### src/rtl/idex_skid_stage.sv
// Decode-to-execute stage: two-entry skid buffer with valid/ready handshake
// and a load-use interlock that holds dependents for LOAD_BUBBLES cycles.
module idex_skid_stage #(
   parameter int PAYLOAD_WIDTH = 160,
   parameter int RADDR_WIDTH   = 5,
   parameter int LOAD_BUBBLES  = 1
) (
   input  logic                     Clk,
   input  logic                     reset,
   input  logic                     flush,
   input  logic                     in_valid,
   output logic                     in_ready,
   input  logic [PAYLOAD_WIDTH-1:0] in_payload,
   input  logic [RADDR_WIDTH-1:0]   in_rd,
   input  logic                     in_rd_we,
   input  logic                     in_is_load,
   input  logic [RADDR_WIDTH-1:0]   in_rs1,
   input  logic [RADDR_WIDTH-1:0]   in_rs2,
   input  logic                     in_need_rs1,
   input  logic                     in_need_rs2,
   output logic                     out_valid,
   input  logic                     out_ready,
   output logic [PAYLOAD_WIDTH-1:0] out_payload,
   output logic [RADDR_WIDTH-1:0]   out_rd,
   output logic                     out_rd_we,
   output logic                     out_is_load,
   output logic                     hazard_stall,
   output logic [1:0]               occupancy
);

   typedef struct packed {
      logic [PAYLOAD_WIDTH-1:0] payload;
      logic [RADDR_WIDTH-1:0]   rd;
      logic                     rdWe;
      logic                     isLoad;
      logic [RADDR_WIDTH-1:0]   rs1;
      logic [RADDR_WIDTH-1:0]   rs2;
      logic                     needRs1;
      logic                     needRs2;
   } entry_t;

   localparam logic [2:0] LdInit = 3'(LOAD_BUBBLES);

   entry_t                 inEntry;
   entry_t                 mEntry;
   entry_t                 sEntry;
   logic                   mValid;
   logic                   sValid;
   logic [RADDR_WIDTH-1:0] ldRd;
   logic [2:0]             ldCnt;
   logic                   rs1Hit;
   logic                   rs2Hit;
   logic                   hazard;
   logic                   inFire;
   logic                   outFire;
   logic                   loadFire;

   assign inEntry = '{
      payload: in_payload,
      rd:      in_rd,
      rdWe:    in_rd_we,
      isLoad:  in_is_load,
      rs1:     in_rs1,
      rs2:     in_rs2,
      needRs1: in_need_rs1,
      needRs2: in_need_rs2
   };

   // x0 is hard-wired, so a match on it is never a real dependency
   assign rs1Hit = mEntry.needRs1 && (mEntry.rs1 == ldRd)
                   && (mEntry.rs1 != '0);
   assign rs2Hit = mEntry.needRs2 && (mEntry.rs2 == ldRd)
                   && (mEntry.rs2 != '0);
   assign hazard = mValid && (ldCnt != 3'd0) && (rs1Hit || rs2Hit);

   assign hazard_stall = hazard;
   assign out_valid    = mValid && !hazard;
   assign outFire      = out_valid && out_ready;
   assign in_ready     = !sValid;
   assign inFire       = in_valid && !sValid && !flush;
   assign loadFire     = outFire && mEntry.isLoad && mEntry.rdWe
                         && (mEntry.rd != '0);

   assign out_payload = mEntry.payload;
   assign out_rd      = mEntry.rd;
   assign out_rd_we   = mEntry.rdWe;
   assign out_is_load = mEntry.isLoad;
   assign occupancy   = {1'b0, mValid} + {1'b0, sValid};

   always_ff @(posedge Clk or negedge reset) begin
      if (!reset) begin
         mValid <= 1'b0;
         sValid <= 1'b0;
         mEntry <= '0;
         sEntry <= '0;
      end else if (flush) begin
         mValid <= 1'b0;
         sValid <= 1'b0;
      end else if (outFire && sValid) begin
         mEntry <= sEntry;
         sValid <= 1'b0;
      end else if (inFire) begin
         if (!mValid || outFire) begin
            mEntry <= inEntry;
            mValid <= 1'b1;
         end else begin
            sEntry <= inEntry;
            sValid <= 1'b1;
         end
      end else if (outFire) begin
         mValid <= 1'b0;
      end
   end

   // the departing load is older than any flush, so tracking ignores flush
   always_ff @(posedge Clk or negedge reset) begin
      if (!reset) begin
         ldRd  <= '0;
         ldCnt <= 3'd0;
      end else if (loadFire) begin
         ldRd  <= mEntry.rd;
         ldCnt <= LdInit;
      end else if (ldCnt != 3'd0) begin
         ldCnt <= ldCnt - 3'd1;
      end
   end

endmodule

### config.mk
export PLATFORM = sky130hd
export DESIGN_NAME = idex_skid_stage
export DESIGN_NICKNAME = d
export VERILOG_FILES = /design/src/rtl/idex_skid_stage.sv
export SDC_FILE = /design/constraint.sdc
export NUM_CORES = 1
export LEC_CHECK = 0
export CORE_MARGIN = 4
export CORE_UTILIZATION = 47
export CTS_BUF_LIST = sky130_fd_sc_hd__clkbuf_4 sky130_fd_sc_hd__clkbuf_8 sky130_fd_sc_hd__clkbuf_16
export CTS_CLUSTER_SIZE = 40
export DETAILED_ROUTE_END_ITERATION = 16
export PLACE_DENSITY = 0.77
export SLEW_MARGIN = 20
export SYNTH_ARGS = -nofsm -noshare
export SYNTH_HDL_FRONTEND = slang
export SYNTH_SLANG_ARGS = --single-unit
### constraint.sdc
create_clock -name Clk -period 2.4 [get_ports Clk]
set_input_delay 0.36 -clock Clk [delete_from_list [all_inputs] [get_ports Clk]]
set_output_delay 0.36 -clock Clk [all_outputs]
set_load 0.03 [all_outputs]
==> impl_results.md <==
* First-pass GRT wire length at 71600 um
* CP Launch Type: register
* GRT Util Overall at 0.231
* Fmax at 370 MHz
* Ports at 356
* Hpwl dp at 27700 um
* WL final at 52400 um
* Most frequent cells after synthesis: dfrtp_1 (368), buf_4 (184), or2_2 (180)
* Synth area leaders: dfrtp_1 (54%), mux2_4 (9.7%), buf_4 (8.1%), or2_2 (6.6%), o221a_2 (6.0%)
* Area leader, netlist: dfrtp_1
* Mapped cell area at 0.0171 mm^2
* Initial DRC count at 483
* Global-route met2 utilization at 0.398
* Final antenna-violating net count at 0
* Clock Skews at 36.6 ps
* Post-synth top area share at 0.539
* Post-route setup slack at -301 ps
* CP most frequent cell: buf_12
* Number of global-route vias before repair at 12200
* Count of TritonRoute iterations in the first routing pass at 4
* Internal at 15.6 mW
* Share of cells above drive strength 1 at 0.454
* Seq cells post-synth at 368
* Clk root buf: clkbuf_16
* Synthesized instance count at 1215
* VDD IR max at 0.000618 V
* Grt total ovfl at 0
* Clk sink count at 368
* Die Y at 199 um
* Clock period minus worst slack at 2700 ps
* Max-slew headroom at 0.582
* Largest net degree at the start of global routing at 73
* # setup viols final at 360
* Fillers at 2352
* Worst-Margin Slew at 627 ps
* Max-capacitance violation count at 0
* FF-to-FF Start: ldCnt[1]
* Worst Path Class, Setup: register to register
* Clk slew on worst S/H paths at 60 ps
* Status: finished, violations left
* Finished Layout Cells at 2023
* Pleak at 10.5 nW
* Slew Limit Fails at 0
* Die area at 0.0395 mm^2
* Routing usage on met3 at 0.0630
* Origin of the worst setup path: ldCnt[1]
* Vias per cell at 5.72
* Warnings from Yosys at 0
* P per Cell Area at 930 mW/mm^2
* Gp weighted congestion at 0.805
* Syn-to-layout area delta at 42.1%
* CP max FO at 5
* M1 GR Usage at 0.289
* I/O Buffers at 355
* Area after DPL at 0.0203 mm^2
* Post-synthesis sequential area ratio at 0.539
* Clk pwr share at 0.274
* CP peak stage delay at 370 ps
* Prevailing post-synth register cell: dfrtp_1
* Core area at 0.0357 mm^2
* Row Count at 69
* Net Count, Synth at 1402
* Logic pwr share at 0.321
* Antenna violations before repair at 1
* RSZ-0062 raised after global routing: yes
* Clock latency on the worst-skew pair at 550 ps
* Number of synthesized flops with an enable pin at 0
* Max clock buf depth at 3
* Crit path DAT at 3110 ps
* CTS H-tree depth at 2
* Inst Count DP at 1856
* Asr flop ratio synth at 1.00
* Worst setup EP type: register
* Global route hottest layer: met2
* Total number of vias at 11600
* TritonCTS clock tree: built
* CTS Buf Count at 40
* Post-synthesis cell type count at 33
* Critical path required time at 2810 ps
* Worst hold path class: primary input to asynchronous set/reset pin
* Tcrit/Tclk final at 1.13
* Total Power at 22.6 mW
* Pre-CTS setup slack at -70.3 ps
* CP max stage cell: dfrtp_1
* Avg WL per Cell at 25.9 um
* Violated checks: setup timing
* Sw Share at 0.308
* Die width at 199 um
* Endpoints failing hold at 0
* CP Cell Sequence: inv_2 -> ha_4 -> or2b_4 -> nand3_2 -> a211o_1 -> nor2b_4 -> buf_6 -> buf_6 -> a31o_4 -> buf_12 -> buf_12 -> buf_12 -> clkbuf_16 -> o221a_4
* Count leader, synth: dfrtp_1
* DRC errors left at 0
* Final nets at 1716
* Synth Area per Inst at 14.1 um^2
* Initial Utilization at 0.478
* Net Sw Power at 6.95 mW
* Final instance area at 0.0243 mm^2
* Part of the power in registers at 0.405
==> path summary, 6_finish.rpt <==
| check | endpoint | slack [ps] | cells after the start |
|---|---|---|---|
| min in group Clk | sEntry[82] | 460 | 2 |
| max reg2reg | out_payload[106] | -300 | 14 |
| max | out_payload[106] | -300 | 14 |
| min | out_payload[108] | 400 | 2 |
| min reg2reg | sEntry[19] | 500 | 1 |
| max in group asynchronous | out_payload[26] | 1150 | 3 |
==> through the flow <==
step	utilization	TNS (ps)	hold WS [ps]
2_1_floorplan	-	0	64.4
3_3_place_gp	0.567	0	372
3_5_place_dp	0.567	-10040	372
4_1_cts	0.648	-76890	407
5_1_grt	0.679	-88100	421
6_report	0.679	-63810	399
==> final cells by class <==
cell class                 count  area, um^2  area share
inverter                       5        18.8    0.000773
clock inverter                20         176     0.00727
tap                          461         577      0.0238
timing repair buffer         516        6430       0.265
multi-input combinational    598        6740       0.277
clock buffer                  53        1130      0.0465
sequential                   368        9210       0.379
antenna                        2        5.00    0.000206
==> routing by layer <==
layer	up-vias	share of wire
li1	4906	-
met1	6032	0.39
met2	507	0.50
met3	120	0.082
met4	0	0.032
met5	-	0
==> layout by cell type (no fill, tap or decap), types with 3 or more instances in the layout <==
cell type	Yosys	final
clkbuf_4	0	10
or2_2	180	180
o221a_4	0	73
dfrtp_1	368	367
buf_4	184	30
buf_6	3	23
a21oi_1	5	4
mux2_4	110	111
o221a_2	91	18
clkinv_2	0	11
nand2_1	3	3
o221a_1	88	88
buf_16	0	28
nor2_1	10	9
inv_6	0	3
clkdlybuf4s50_1	0	352
xnor2_1	9	9
buf_12	11	44
inv_1	5	3
buf_8	0	19
nand3_1	5	4
clkbuf_16	0	60
mux2_2	74	73
==> worst max-delay path: cells and delay by family, from the launching register on <==
family | cells | cell delay [ps]
simple gates | 3 | 420
compound gates | 3 | 760
buf+inv | 7 | 860
flops | 1 | 370
fa+ha+maj | 1 | 150
==> kinds of logic (layout without fill, tap and decap cells) <==
logic type	Yosys count	after routing	share of synthesized area
xor+xnor	9	9	0.00461
mux	184	184	0.145
buf+inv	249	594	0.108
fa+ha+maj	3	3	0.00220
simple gates	210	210	0.0761
compound gates	192	192	0.124
flops	368	368	0.539
other cells	0	2	0
==> state kept, by name, indices dropped and copies added (netlist names) <==
name         flops
sEntry         179
out_is_load      1
ldRd             5
out_rd           5
mEntry          12
out_payload    160
sValid           1
ldCnt            3
mValid           1
out_rd_we        1
==> repair_timing <==
item                       4_1_cts  5_1_grt
pin swaps                       10       84
setup endpoints to repair      342      365
gates cloned                    32       24
setup buffers                   35       10
resized for setup               83      109
hold endpoints to repair        58        0
hold buffers                     1        0
==> power by group through the flow <==
stage / logic, mW / registers [mW] / clock network, mW
2_1_floorplan: 4.65 / 8.69 / 0
3_3_place_gp: 5.88 / 8.99 / 0
3_5_place_dp: 6.04 / 9.05 / 0
4_1_cts: 6.73 / 9.00 / 6.23
5_1_grt: 7.57 / 9.30 / 6.52
6_report: 7.24 / 9.16 / 6.18
No activity file was read; power rests on OpenSTA's default activity.
